==> src/rtl/hw_event_tx.sv <==
// Hardware->software event channel: latches per-object hits, stamps them with sword
// position, queues them and hands them to the CPU one word at a time over sig/ack.
module hw_event_tx #(
    parameter int FIFO_DEPTH = 8,
    parameter int Y_TOP      = 480
) (
    input  logic        clk,
    input  logic        reset,
    input  logic [15:0] hit_pulse,
    input  logic [9:0]  sword_x,
    input  logic [9:0]  sword_y,
    input  logic [1:0]  to_hw_evt_ack,
    output logic [31:0] to_sw_evt_port,
    output logic [1:0]  to_sw_evt_sig,
    output logic [6:0]  fifo_count,
    output logic        pending_any
);

    localparam int         AW      = $clog2(FIFO_DEPTH);
    localparam logic [6:0] DEPTH_C = 7'(FIFO_DEPTH);
    localparam logic [9:0] Y_TOP_C = 10'(Y_TOP);

    // Handshake: sig=1 means the port holds a valid word; ack=1 while sig=1 consumes it.
    // Sig then drops and the next word is offered only after ack returns to 0.
    // Ack values 2 and 3 are treated as "not 1 and not 0" everywhere.
    typedef enum logic [1:0] {
        IDLE = 2'd0,
        SEND = 2'd1,
        REL  = 2'd2
    } state_t;

    state_t        state_q, state_d;
    logic [15:0]   pending_q;
    logic [15:0]   sel_mask;
    logic [3:0]    sel_idx;
    logic [23:0]   mem [FIFO_DEPTH];
    logic [AW-1:0] wr_ptr, rd_ptr;
    logic [6:0]    count_q;
    logic [7:0]    seq_q;
    logic [9:0]    y_sw;
    logic [23:0]   head;
    logic          push, pop, load;

    // Lowest-index pending object wins the single push slot.
    always_comb begin
        sel_idx  = 4'd0;
        sel_mask = 16'd0;
        for (int i = 15; i >= 1; i--) begin
            if (pending_q[i]) begin
                sel_idx  = 4'(i);
                sel_mask = 16'd1 << i;
            end
        end
    end

    assign y_sw = (sword_y <= Y_TOP_C) ? (Y_TOP_C - sword_y) : 10'd0;
    assign pop  = (state_q == SEND) && (to_hw_evt_ack == 2'd1);
    assign push = (|pending_q) && ((count_q != DEPTH_C) || pop);
    assign load = (state_q == IDLE) && (count_q != 7'd0) && (to_hw_evt_ack == 2'd0);
    assign head = mem[rd_ptr];

    // Bit 0 is masked so it never becomes pending; a new hit beats a same-cycle clear.
    always_ff @(posedge clk or posedge reset) begin
        if (reset) begin
            pending_q <= 16'd0;
        end else begin
            pending_q <= (pending_q & ~(push ? sel_mask : 16'd0)) | (hit_pulse & 16'hFFFE);
        end
    end

    always_ff @(posedge clk) begin
        if (push) begin
            mem[wr_ptr] <= {sel_idx, sword_x, y_sw};
        end
    end

    always_ff @(posedge clk or posedge reset) begin
        if (reset) begin
            wr_ptr  <= '0;
            rd_ptr  <= '0;
            count_q <= 7'd0;
            seq_q   <= 8'd0;
        end else begin
            if (push) begin
                wr_ptr <= wr_ptr + AW'(1);
            end
            if (pop) begin
                rd_ptr <= rd_ptr + AW'(1);
                seq_q  <= seq_q + 8'd1;
            end
            case ({push, pop})
                2'b10:   count_q <= count_q + 7'd1;
                2'b01:   count_q <= count_q - 7'd1;
                default: count_q <= count_q;
            endcase
        end
    end

    always_ff @(posedge clk or posedge reset) begin
        if (reset) begin
            state_q <= IDLE;
        end else begin
            state_q <= state_d;
        end
    end

    always_comb begin
        state_d = state_q;
        case (state_q)
            IDLE:    if (load) state_d = SEND;
            SEND:    if (to_hw_evt_ack == 2'd1) state_d = REL;
            REL:     if (to_hw_evt_ack == 2'd0) state_d = IDLE;
            default: state_d = IDLE;
        endcase
    end

    always_comb begin
        to_sw_evt_sig = (state_q == SEND) ? 2'd1 : 2'd0;
        fifo_count    = count_q;
        pending_any   = |pending_q;
    end

    // Port only reloads when leaving IDLE, so it is frozen through SEND and REL.
    always_ff @(posedge clk or posedge reset) begin
        if (reset) begin
            to_sw_evt_port <= 32'd0;
        end else if (load) begin
            to_sw_evt_port <= {seq_q, head[9:0], head[19:10], head[23:20]};
        end
    end

endmodule

==> config.mk <==
export PLATFORM = sky130hd
export DESIGN_NAME = hw_event_tx
export DESIGN_NICKNAME = d
export VERILOG_FILES = /design/src/rtl/hw_event_tx.sv
export SDC_FILE = /design/constraint.sdc
export NUM_CORES = 1
export LEC_CHECK = 0
export BUFFER_PORTS_ARGS = -buffer_cell sky130_fd_sc_hd__buf_4
export CAP_MARGIN = 20
export CORE_MARGIN = 5
export CORE_UTILIZATION = 50
export CTS_CLUSTER_DIAMETER = 120
export DETAILED_ROUTE_END_ITERATION = 8
export PLACE_DENSITY_LB_ADDON = 0.05
export SLEW_MARGIN = 15
export SYNTH_ARGS = -nofsm -noshare
export SYNTH_HDL_FRONTEND = slang
export SYNTH_SLANG_ARGS = --single-unit
==> constraint.sdc <==
create_clock -name clk -period 4.2 [get_ports clk]
set_input_delay 0.63 -clock clk [delete_from_list [all_inputs] [get_ports clk]]
set_output_delay 0.63 -clock clk [all_outputs]
set_load 0.02 [all_outputs]
==> metrics <==
Max Root-Sink Buffers 3; Post-synth EDFFs 192; Yosys warnings 0; wirelength, routed 19780 um; Max-Cap Viols 0; Worst Setup Start Kind flop; CTS buffer count 28; via count 5556; CP Launch Point pending_q[5]$_DFF_PP0_; Syn-to-layout area delta 18.27%; Hold/Removal Path Class in2async; clk sink count between 200 and 300; first-pass GRT wire length about 32000 um; final setup violation count 0; maximum vdd drop approximately 0.40 mV; post-synthesis adder-cell area fraction 1.257%; main combinational cell family by area after synthesis multiplexers; Initial Util 50.52%; Avg Synthesized Cell Area 17.27 um^2; routability cong. 0.7970; critical path type reg2reg; Post-Syn Instances 611; slew margin rel. approximately 41%; Compound-Gate Fraction of Synth Area 4.149%; drt via density 5.517; Critical Path AT about 3.4 ns; #FFs+latches synth 262; final instance area 12480 um^2; power density cells 712.5 nW/um^2; post-synthesis mux area share 13.99%; slowest cell delay on critical path 0.58 ns; XOR/XNOR Fraction of Synth Area 1.826%; Antenna diodes 0; H-tree depth 1; # rows 53; Fmax about 340 MHz; ys flop type edfxtp_1; flop2flop setup slack about 1.3 ns; Slew @ Worst Pin just under 0.9 ns; Buffers on Ports 79; Max Slew Vio Count 0; layout cells sized above 1 between 20% and 30%; Crit Path Max Fanout 9; RSZ-0062 raised after global routing false; CTS clk-pin slew, worst paths 0.06 ns; run status complete, no violations; hpwl dp 11990 um; initial antenna violation count 0; post-cts sizing count 0; worst path required time 4.65 ns; drt first pass iters 4; Simple-Gate Fraction of Synth Area about 5.8%; Die Ht 155.3 um; drc violations 0; Placed Area 11540 um^2; asr flop ratio synth 26.72%; FILL cells 1557; fin nets 760; Yosys cell types 55; post-CTS setup buffers 0; sequential area share after synthesis 71.23%; drt first-iter violations just over 300; CORE AREA about 21000 um^2; Post-Syn Area 10550 um^2; io pins 82; Worst setup EP type flop; share of the clock period used by the worst path 70.22%; Final TNS setup 0 ns; commonest non-fill, non-tap cell in the layout edfxtp_1; vias in the first global route between 5000 and 6000; Antenna Nets Post-Route 0; Leak 4.635 nW; Cell Chain, Critical Path or4_4, nand4bb_1, buf_4, nand2b_4, fa_1, nand2b_1, a31oi_1, o22ai_1, mux2i_1, xor2_1; All-Layer GR Usage 16.87%; R2R depth 10; endpoints failing hold 0; Clock Skew between 0.015 and 0.02 ns; DIE AREA 24110 um^2; largest net degree at the start of global routing 51; CP max-delay cell or4_4; die width 155.3 um; root buffer cell clkbuf_16; Routed WL per cell 19.65 um; GRT overflow 0; Worst R2R Start pending_q[5]$_DFF_PP0_; commonest cells after routing, fill and taps aside edfxtp_1 (192), buf_4 (91), dfrtp_1 (68); count of hold-fix buffers inserted at cts 0; syn nets 661; TritonCTS clock tree done; Final Critical Period 2.949 ns; Worst-Skew Late Latency about 0.54 ns
==> kinds of logic after synthesis <==
kind of cell               Yosys count
adders and majority gates           10
DFF                                262
buffers and inverters               40
and+or+nand+nor                    118
other                                1
AOI/OAI and AO/OA                   73
xor gates and xnor gates            22
muxes                               85
==> area by class of cell <==
| cell class | count | area, um^2 | share of cell area, % |
|---|---|---|---|
| inverters | 15 | 56.30 | 0.4511 |
| well taps | 275 | 344.1 | 2.757 |
| clock buffers | 30 | 708.2 | 5.674 |
| multi-input cells | 309 | 2898 | 23.22 |
| flip-flops and latches | 262 | 7522 | 60.26 |
| clock inverters | 22 | 202.7 | 1.624 |
| repair buffers | 94 | 750.7 | 6.014 |
==> critical path: cells and delay by family (launching register included) <==
family                   cells  cell delay, ns
buffers and inverters        1            0.20
multiplexers                 1            0.20
adder cells (fa/ha/maj)      1            0.40
AND/OR/NAND/NOR              4            1.12
AO/OA/AOI/OAI                2            0.36
XOR/XNOR                     1            0.15
flip-flops                   1            0.43
==> power breakdown <==
group,internal (mW),switching [mW],leakage [nW]
logic,1.17,1.31,1.58
registers,3.59,0.418,2.61
clock network,1.41,0.990,0.438
==> sequential cells by signal, indices dropped and copies added (netlist names) <==
name and flops:
fifo_count 7, mem 192, pending_q 15, rd_ptr 3
seq_q 8, state_q 2, to_sw_evt_port 32, wr_ptr 3
==> cells in the mapped netlist (5+ instances only) <==
| cell | count | share of area, % |
|---|---|---|
| a21o_1 | 8 | 0.57 |
| a21oi_1 | 9 | 0.43 |
| buf_2 | 9 | 0.43 |
| clkbuf_1 | 9 | 0.32 |
| dfrtp_1 | 70 | 17 |
| edfxtp_1 | 192 | 55 |
| ha_1 | 9 | 1.1 |
| inv_1 | 15 | 0.53 |
| mux2_2 | 10 | 1.1 |
| mux2i_1 | 26 | 2.5 |
| mux4_2 | 48 | 10 |
| nand2_1 | 46 | 1.6 |
| nand2b_1 | 10 | 0.59 |
| nand4_1 | 5 | 0.30 |
| nor2_1 | 22 | 0.78 |
| nor3_1 | 8 | 0.38 |
| o21ai_0 | 35 | 1.7 |
| xnor2_1 | 13 | 1.1 |
| xor2_1 | 9 | 0.75 |
==> path summary, 6_finish.rpt <==
path                                                        to
worst max-delay path                 fifo_count[6]$_DFFE_PP0P_
worst min-delay path            to_sw_evt_port[13]$_DFFE_PP0P_
worst max register to register       fifo_count[6]$_DFFE_PP0P_
worst min register to register            seq_q[7]$_DFFE_PP0P_
max in group asynchronous       to_sw_evt_port[18]$_DFFE_PP0P_
min in group clk                        pending_q[3]$_DFF_PP0_
==> per-stage QoR <==
stage                     utilization (%)  instances  hold slack [ns]  setup slack [ns]  power, mW
after floorplan                         -        611           0.4419           0.05950      5.661
after global placement              55.26        954           0.4609             1.229      6.508
after detailed placement            55.26        954           0.4720             1.188      6.602
after CTS                           59.62       1006           0.2378             1.229      9.013
after global routing                59.75       1007           0.2623             1.063      9.412
final                               59.75       1007           0.2231             1.251      8.894
==> layer usage <==
metal  wire length, um  up-vias  GRT usage, %
met5                 0        -             0
met4               337        0         4.002
met3               882       28         2.726
met2              9798      102         28.08
met1              8765     2860         23.74
li1                  -     2566             -
Note: power is estimated with default switching activity, not from simulation.
